$ cat config.mk
export PLATFORM = sky130hd
export DESIGN_NAME = seq_rotate_ctrl_flat
export DESIGN_NICKNAME = d
export VERILOG_FILES = /design/src/rtl/seq_rotate_ctrl_if.sv /design/src/rtl/seq_rotate_ctrl.sv /design/src/flat_wrapper.sv
export SDC_FILE = /design/constraint.sdc
export NUM_CORES = 1
export LEC_CHECK = 0
export CAP_MARGIN = 0
export CORE_MARGIN = 3
export CORE_UTILIZATION = 55
export CTS_CLUSTER_DIAMETER = 200
export DETAILED_ROUTE_END_ITERATION = 8
export DONT_BUFFER_PORTS = 1
export PLACE_DENSITY = 0.73
export SLEW_MARGIN = 0
export SYNTH_ARGS = -nofsm -noshare
export SYNTH_HDL_FRONTEND = slang
export SYNTH_SLANG_ARGS = --single-unit
$ cat constraint.sdc
create_clock -name clk -period 1.4 [get_ports clk]
set_input_delay 0.14 -clock clk [delete_from_list [all_inputs] [get_ports clk]]
set_output_delay 0.14 -clock clk [all_outputs]
set_load 0.01 [all_outputs]
$ cat src/rtl/seq_rotate_ctrl_if.sv
// seq_rotate_ctrl_if
//   Request/response bundle for the sequential rotator.
//   master : requester side (drives req_val, in_, amt, op, resp_rdy)
//   slave  : rotator side   (drives req_rdy, resp_val, resp_msg)
//   Request carries the operand, the rotate amount and the direction
//   (op = 0 left, op = 1 right). Response carries the rotated operand.
interface seq_rotate_ctrl_if #(
  parameter int nbits = 8
);
  localparam int aw = $clog2(nbits);

  logic             req_val;
  logic             req_rdy;
  logic [nbits-1:0] in_;
  logic [aw-1:0]    amt;
  logic             op;
  logic             resp_val;
  logic             resp_rdy;
  logic [nbits-1:0] resp_msg;

  modport master (
    output req_val, in_, amt, op, resp_rdy,
    input  req_rdy, resp_val, resp_msg
  );

  modport slave (
    input  req_val, in_, amt, op, resp_rdy,
    output req_rdy, resp_val, resp_msg
  );
endinterface

$ cat src/rtl/seq_rotate_ctrl.sv
// seq_rotate_ctrl
//   Rotates an nbits-wide operand by amt positions, one bit position per
//   clock, then presents the result until the consumer takes it.
//   Ports:
//     clk   : rising-edge clock
//     reset : asynchronous, active-high; returns the block to IDLE
//     bus   : seq_rotate_ctrl_if.slave request/response bundle
//
//   state | meaning
//   IDLE  | waiting for a request (req_rdy high except the bubble cycle)
//   BUSY  | rotating one bit per cycle, counter tracks remaining steps
//   DONE  | result valid on resp_msg, held until resp_rdy
//
//   All outputs come straight from flops; resp_msg is the data register.
module seq_rotate_ctrl #(
  parameter int nbits = 8
) (
  input logic           clk,
  input logic           reset,
  seq_rotate_ctrl_if.slave bus
);
  localparam int aw = $clog2(nbits);

  typedef enum logic [1:0] {
    IDLE = 2'd0,
    BUSY = 2'd1,
    DONE = 2'd2
  } state_t;

  state_t           state_q, state_d;
  logic [nbits-1:0] data_q, data_d;
  logic [aw-1:0]    cnt_q, cnt_d;
  logic             dir_q, dir_d;
  logic             req_rdy_q, req_rdy_d;
  logic             resp_val_q, resp_val_d;
  logic             fire;

  assign fire = (state_q == IDLE) && req_rdy_q && bus.req_val;

  always_comb begin
    state_d    = state_q;
    data_d     = data_q;
    cnt_d      = cnt_q;
    dir_d      = dir_q;

    case (state_q)
      IDLE: begin
        if (fire) begin
          data_d  = bus.in_;
          cnt_d   = bus.amt;
          dir_d   = bus.op;
          state_d = (bus.amt == '0) ? DONE : BUSY;
        end
      end

      BUSY: begin
        if (dir_q) data_d = {data_q[0], data_q[nbits-1:1]};
        else       data_d = {data_q[nbits-2:0], data_q[nbits-1]};
        // Counter saturates at zero so it can never wrap, even if BUSY
        // were somehow entered with a zero count.
        if (cnt_q != '0) cnt_d = cnt_q - 1'b1;
        if (cnt_q <= aw'(1)) state_d = DONE;
      end

      DONE: begin
        if (bus.resp_rdy) state_d = IDLE;
      end

      default: state_d = IDLE;
    endcase

    // req_rdy needs the block to have been in IDLE for a full cycle, which
    // inserts one bubble after a response handshake and drops it on fire.
    req_rdy_d  = (state_d == IDLE) && (state_q == IDLE);
    resp_val_d = (state_d == DONE);
  end

  always_ff @(posedge clk or posedge reset) begin
    if (reset) begin
      state_q    <= IDLE;
      data_q     <= '0;
      cnt_q      <= '0;
      dir_q      <= 1'b0;
      req_rdy_q  <= 1'b1;
      resp_val_q <= 1'b0;
    end else begin
      state_q    <= state_d;
      data_q     <= data_d;
      cnt_q      <= cnt_d;
      dir_q      <= dir_d;
      req_rdy_q  <= req_rdy_d;
      resp_val_q <= resp_val_d;
    end
  end

  assign bus.req_rdy  = req_rdy_q;
  assign bus.resp_val = resp_val_q;
  assign bus.resp_msg = data_q;
endmodule

$ cat src/flat_wrapper.sv
// flat-port wrapper written by rule: the top's interface ports become plain ports
module seq_rotate_ctrl_flat 
#(
  parameter int nbits = 8
)
  (clk, reset, bus_req_val, bus_in_, bus_amt, bus_op, bus_resp_rdy, bus_req_rdy, bus_resp_val, bus_resp_msg);
  seq_rotate_ctrl_if #(.nbits(nbits)) bus_i ();
  input logic clk;
  input logic reset;
  input wire logic [$bits(bus_i.req_val)-1:0] bus_req_val;
  input wire logic [$bits(bus_i.in_)-1:0] bus_in_;
  input wire logic [$bits(bus_i.amt)-1:0] bus_amt;
  input wire logic [$bits(bus_i.op)-1:0] bus_op;
  input wire logic [$bits(bus_i.resp_rdy)-1:0] bus_resp_rdy;
  output wire logic [$bits(bus_i.req_rdy)-1:0] bus_req_rdy;
  output wire logic [$bits(bus_i.resp_val)-1:0] bus_resp_val;
  output wire logic [$bits(bus_i.resp_msg)-1:0] bus_resp_msg;
  assign bus_i.req_val = bus_req_val;
  assign bus_i.in_ = bus_in_;
  assign bus_i.amt = bus_amt;
  assign bus_i.op = bus_op;
  assign bus_i.resp_rdy = bus_resp_rdy;
  assign bus_req_rdy = bus_i.req_rdy;
  assign bus_resp_val = bus_i.resp_val;
  assign bus_resp_msg = bus_i.resp_msg;
  seq_rotate_ctrl #(.nbits(nbits)) u_core (.clk(clk), .reset(reset), .bus(bus_i));
endmodule
## Word-level counts from Yosys, hierarchy flattened

Index checks and enable logic that the tools add are counted.

| storage, ports and cells | value |
|---|---|
| logic and storage cells | 35 |
| input port bits | 16 |
| register bits | 16 |

| cells by class | value |
|---|---|
| equal/unequal tests | 5 |
| reductions and logical operators | 11 |
| magnitude comparators | 1 |
| multiplexer cells | 11 |
| add/subtract/negate cells | 1 |

Operator list:

| operator | number |
|---|---|
| $mux W8 | 2 |
| $pmux W8 S2 | 1 |
| $mux W2 | 4 |
| $mux W3 | 2 |
| $pmux W2 S3 | 1 |
| $pmux W3 S2 | 1 |
| $eq A2 B2 Y1 const B | 2 |
| $logic_not A2 Y1 | 2 |
| $ne A2 B1 Y1 const B | 2 |
| $reduce_and A2 Y1 | 2 |
| $le A3 B1 Y1 const B | 1 |
| $logic_and A1 B1 Y1 | 3 |
| $logic_not A3 Y1 | 1 |
| $reduce_and A3 Y1 | 1 |
| $reduce_bool A3 Y1 | 1 |
| $sub A3 B1 Y3 const B | 1 |
| $eq A2 B1 Y1 const B | 1 |
| $reduce_bool A2 Y1 | 1 |

## Longest topological paths before layout

| logic depth | value |
|---|---|
| word-level depth | 7 |
| gate-level depth with buffers | 5 |
| mapped depth without buffers | 5 |

## Least setup slack after synthesis

OpenSTA, ideal clock, no wires.

| path | value |
|---|---|
| path type | register -> register |
| from | register u_core.req_rdy_q, in the netlist u_core.bus.req_rdy |
| to | register u_core.cnt_q[0] |
| arrival time | 1256 ps |
| stages on the path, launching flop included | 5 |
| setup slack | 11 ps |
| data required time | 1267 ps |
| path through | dfstp_2 a21oi_1 buf_2 a2111oi_0 o2bb2ai_1 |

| between the ends | value |
|---|---|
| word-level cells in the longest chain between the ends | 4 |

Ends and longest elaborated chain:

| item | RTL line | RTL |
|---|---|---|
| start, declared | seq_rotate_ctrl.sv:34 | `logic req_rdy_q, req_rdy_d;` |
| start signal, assigned | seq_rotate_ctrl.sv:91 | `req_rdy_q <= req_rdy_d;` |
| $logic_and A1 B1 Y1 (2 in a row) | seq_rotate_ctrl.sv:38 | `assign fire = (state_q == IDLE) && req_rdy_q && bus.req_val;` |
| $ne A2 B1 Y1 (no source line) | -- |  |
| $reduce_and A3 Y1 (no source line) | -- |  |
| end signal, assigned | seq_rotate_ctrl.sv:89 | `cnt_q <= cnt_d;` |
| end, declared | seq_rotate_ctrl.sv:32 | `logic [aw-1:0] cnt_q, cnt_d;` |

Every way passes these cells.
A chain may end at the register's enable or synchronous reset.

## Final worst setup path

| path | value |
|---|---|
| from | register u_core.cnt_q[1] |
| to | register u_core.cnt_q[2] |

| between the ends | value |
|---|---|
| word-level cells in the longest chain between the ends | 3 |

Ends and longest elaborated chain:

| item | RTL line | RTL |
|---|---|---|
| $sub A3 B1 Y3 / $reduce_bool A3 Y1 (equally long branches) | seq_rotate_ctrl.sv:61 | `if (cnt_q != '0) cnt_d = cnt_q - 1'b1;` |
| $mux W3 / $ne A2 B1 Y1 (equally long branches) | -- |  |
| $pmux W3 S2 / $reduce_and A3 Y1 (equally long branches) | -- |  |

Parallel ways exist; a longest one is shown, timed or not. The select of a mux whose other input is x is not followed.

==> results.txt <==
The number of enable flip-flop cells after synthesis came out at 0. TritonCTS built the clock tree. The first global-routing pass estimated 3580 um of wire.

The tightest slew margin relative to the limit is 58.6%. The sequential share of the synthesized area is 38.9%. The termination of the worst setup path is u_core.cnt_q[2].

The number of pins exceeding their max-slew limit in the final report came out at 0. The number of buffers and inverters on the critical path is 1. In this run the critical register-to-register path is launched from u_core.cnt_q[1]. The classification of the worst-slack hold path is in2reg. The largest clock skew in the final design is 0.00977 ns. The antenna diode count is 0.

The post-synthesis to final-layout area growth came out at 15.0%. The total area inside the core boundary comes to between 1500 and 2000 sq um. The weighted congestion at the end of routability-driven global placement is 0.876. The clock latency at the later pin of the worst-skew pair is 0.28 ns. The count of cell types in the netlist is 32.

The number of synthesized register bits came out at 16. Global routing used 18.9% of the available tracks. At the worst endpoint, the required time is 1.57 ns.

The clock-pin transition on the worst setup and hold timing paths came out at roughly 0.1 ns. The first-pass iteration count of the detailed router is 4. A synthesized cell averages about 10 sq um. The synthesized-area fraction occupied by ao, oa, aoi and oai cells came out at 31.0%. The cell area after synthesis is 1030 sq um. The number of warnings issued by yosys came out at 0.

In the post-synthesis netlist, the biggest area contributors are sky130_fd_sc_hd__dfrtp_1, sky130_fd_sc_hd__o41ai_2, sky130_fd_sc_hd__a211oi_1. In this run, the number of DRC markers left after iteration 0 of detailed routing was 5. In this run the number of cells on the critical path is 5. The simple-gate portion of the synthesized area is 18.5%. The row count came out at 15. The net total in the final layout came out at 130. The count of final setup violators came out at 0. The most critical setup path has its startpoint at u_core.cnt_q[1]. The commonest register cell after synthesis is sky130_fd_sc_hd__dfrtp_1. The share of the core filled with cells is between 60% and 70%. The overall power consumption came out at roughly 2.7 mW.

The cell count of the worst hold path is 2. The remaining global-route overflow came out at 0. By area, the combinational part of the netlist is dominated by compound AO/OA/AOI/OAI gates. After Yosys synthesis, full adders, half adders and majority gates account for 3.63% of the synthesized area. The delay contributed by the slowest stage of the critical path came out at 0.40 ns. The clock sink count came out at 16.

The max-capacitance violation count came out at 0. Static timing analysis puts the maximum clock frequency at 729 MHz. In this run the critical register-to-register path is captured at u_core.cnt_q[2]. The data arrival time at the worst-slack endpoint is 1.54 ns. For this configuration, the core starts out at a cell density of 59.2%. The worst setup path is captured at a flip-flop. No sink is reached through more buffers than the 2 on the longest clock path.

The most common cell in the synthesized netlist is sky130_fd_sc_hd__dfrtp_1. The number of global-route vias before repair was 772. The final clock period utilization by the worst path came out at between 90% and 100%. The proportion of netlist area held by the largest area contributor is 36.3%.

Ranked by instance count, the synthesized netlist is headed by sky130_fd_sc_hd__dfrtp_1, sky130_fd_sc_hd__nor2b_1. The mean routed wirelength per cell is around 15 um. The biggest fanout along the worst timing path is 4. The total nets after synthesis came out at 119. The clock period minus final worst setup slack is 1.37 ns. STA classifies the critical path startpoint as a flip-flop. The die width came out at 49.4 um.

The number of hold violations in the final report is 0. Detailed placement finished with a half-perimeter wire length of 1500 um. The synthesized netlist devotes 0% of its cell area to XOR and XNOR gates. The depth of the worst register-to-register path is 5. The number of ports placed on the die boundary is 26. The floorplan step defined a die boundary enclosing 2440 sq um.

Setup repair after global routing could not meet its margin everywhere. The run finished with clean final reports. The vias per cell came out at 5.78.

For this design the ratio of total power to cell area is 2310 nW/um^2. After detailed routing, the total wire length is 2080 um. CTS placed an instance of sky130_fd_sc_hd__clkbuf_4 at the clock tree root.

The critical path is of the reg2reg type. The count of H-tree levels built during CTS is 1. The largest voltage drop on the vdd net is 1.21 mV. The chip height came out at 49.4 um. The total number of vias came out at a little under 800. The number of buffers created by CTS came out at 3.

The critical path goes through inv_2, ha_2, nor4bb_2, a21oi_1, o41ai_1. The layout cell share with drive strength beyond 1 came out at between 30% and 40%. The number of antenna violations at the first check in global routing came out at 0. In the synthesized netlist, mux cells make up 2.06% of the area. In this run the remaining antenna-violating nets after routing total 0. Broken down by cell family, the worst path's largest delay share belongs to compound AO/OA/AOI/OAI gates. The residual DRC count came out at 0. The cell accounting for the most synthesized area is sky130_fd_sc_hd__dfrtp_1. After technology mapping, the gate count stands at 100. The share of async-settable or async-resettable flops after synthesis came out at 100%.

The reported leakage power is 0.489 nW. The slowest cell on the critical path is sky130_fd_sc_hd__dfrtp_1. The reg2reg setup slack came out at around 0.028 ns. The actual slew at the worst max-slew pin is 0.620 ns. The quantity of I/O buffers inserted on ports came out at 0. Entering global routing, the biggest net connects 18 pins.
cell families after synthesis:
logic type,after synthesis
compound gates,37
buf+inv,13
flops,16
simple gates,29
mux,2
fa+ha+maj,3
sequential cells by signal (all words and copies together) (netlist names):
| register | count |
|---|---|
| u_core.bus.resp_msg | 8 |
| u_core.cnt_q | 3 |
| u_core.state_q | 2 |
| u_core.bus.req_rdy | 1 |
| u_core.bus.resp_val | 1 |
| u_core.dir_q | 1 |
worst min-delay path by stage:
stage,startpoint,endpoint
6_report,bus_in_[1],u_core.bus.resp_msg[1]
5_1_grt,bus_in_[6],u_core.bus.resp_msg[6]
4_1_cts,bus_in_[1],u_core.bus.resp_msg[1]
3_5_place_dp,reset,u_core.bus.resp_val
3_3_place_gp,reset,u_core.state_q[0]
2_1_floorplan,reset,u_core.bus.resp_msg[0]
metrics by stage:
step | hold slack, ns | cell area (sq um) | setup WS, ns | setup TNS, ns | cells
after floorplan | 0.0530 | 1030 | 0.0107 | 0 | 100
after global placement | 0.138 | 1110 | 0.0137 | 0 | 128
after detailed placement | 0.133 | 1110 | -0.0328 | -0.0328 | 128
after CTS | 0.0433 | 1160 | 0.000401 | 0 | 134
after global routing | 0.0521 | 1190 | -0.0695 | -0.107 | 135
final | 0.0513 | 1190 | 0.0281 | 0 | 135
placed cells by master (no fill, tap or decap):
cell / netlist / final
sky130_fd_sc_hd__dfrtp_1: 15 / 15
sky130_fd_sc_hd__buf_4: 2 / 13
sky130_fd_sc_hd__nor2b_1: 9 / 9
sky130_fd_sc_hd__nor2_2: 8 / 8
sky130_fd_sc_hd__a211oi_1: 8 / 8
sky130_fd_sc_hd__o21ai_0: 8 / 8
sky130_fd_sc_hd__o41ai_2: 8 / 8
sky130_fd_sc_hd__a21oi_1: 4 / 3
sky130_fd_sc_hd__clkbuf_4: 0 / 3
sky130_fd_sc_hd__inv_2: 0 / 2
sky130_fd_sc_hd__nor3b_1: 2 / 2
sky130_fd_sc_hd__nor3_1: 3 / 2
sky130_fd_sc_hd__o22ai_1: 2 / 2
sky130_fd_sc_hd__inv_1: 4 / 2
sky130_fd_sc_hd__ha_1: 3 / 2
sky130_fd_sc_hd__dlygate4sd3_1: 0 / 2
sky130_fd_sc_hd__nand2b_2: 0 / 1
sky130_fd_sc_hd__a21oi_2: 0 / 1
sky130_fd_sc_hd__and3b_1: 1 / 1
sky130_fd_sc_hd__nor3_2: 0 / 1
sky130_fd_sc_hd__mux2i_1: 1 / 1
sky130_fd_sc_hd__and2b_1: 1 / 1
sky130_fd_sc_hd__and4bb_2: 1 / 1
sky130_fd_sc_hd__or3_1: 1 / 1
sky130_fd_sc_hd__nor2_1: 1 / 1
sky130_fd_sc_hd__o21bai_1: 1 / 1
sky130_fd_sc_hd__a22o_1: 1 / 1
sky130_fd_sc_hd__mux2_1: 1 / 1
sky130_fd_sc_hd__nor4bb_2: 0 / 1
sky130_fd_sc_hd__o31ai_1: 1 / 1
sky130_fd_sc_hd__o41ai_1: 1 / 1
sky130_fd_sc_hd__o21a_1: 1 / 1
sky130_fd_sc_hd__a2111oi_2: 0 / 1
sky130_fd_sc_hd__o2bb2ai_1: 1 / 1
sky130_fd_sc_hd__ha_2: 0 / 1
sky130_fd_sc_hd__clkbuf_1: 3 / 1
sky130_fd_sc_hd__dfstp_2: 1 / 1
layout make-up:
| type | count | area [sq um] |
|---|---|---|
| clock buffer | 4 | 26.3 |
| fill | 144 | 557 |
| inverter | 4 | 15.0 |
| multi-input combinational | 71 | 597 |
| sequential | 16 | 402 |
| tap | 25 | 31.3 |
| timing repair buffer | 15 | 118 |
layer usage:
metal	vias to the layer above	global-route usage, %	share of wire, %
li1	392	-	-
met1	372	26.9	50
met2	14	29.7	46
met3	2	3.36	2.8
met4	0	4.27	0.58
met5	-	0	0
repair_timing:
item                                    4_1_cts  5_1_grt
pin swaps                                     0        2
resized for setup                             1        8
buffers inserted                              0        1
hold buffers                                  2        0
endpoints found under the setup margin        1       11
hold endpoints to repair                     16        0
power by group:
group | total (mW) | switching (mW) | internal [mW]
Sequential | 1.03 | 0.329 | 0.697
Clock | 0.249 | 0.138 | 0.110
Combinational | 1.47 | 0.719 | 0.750
Total | 2.74 | 1.19 | 1.56
No activity file was read; power rests on OpenSTA's default activity.
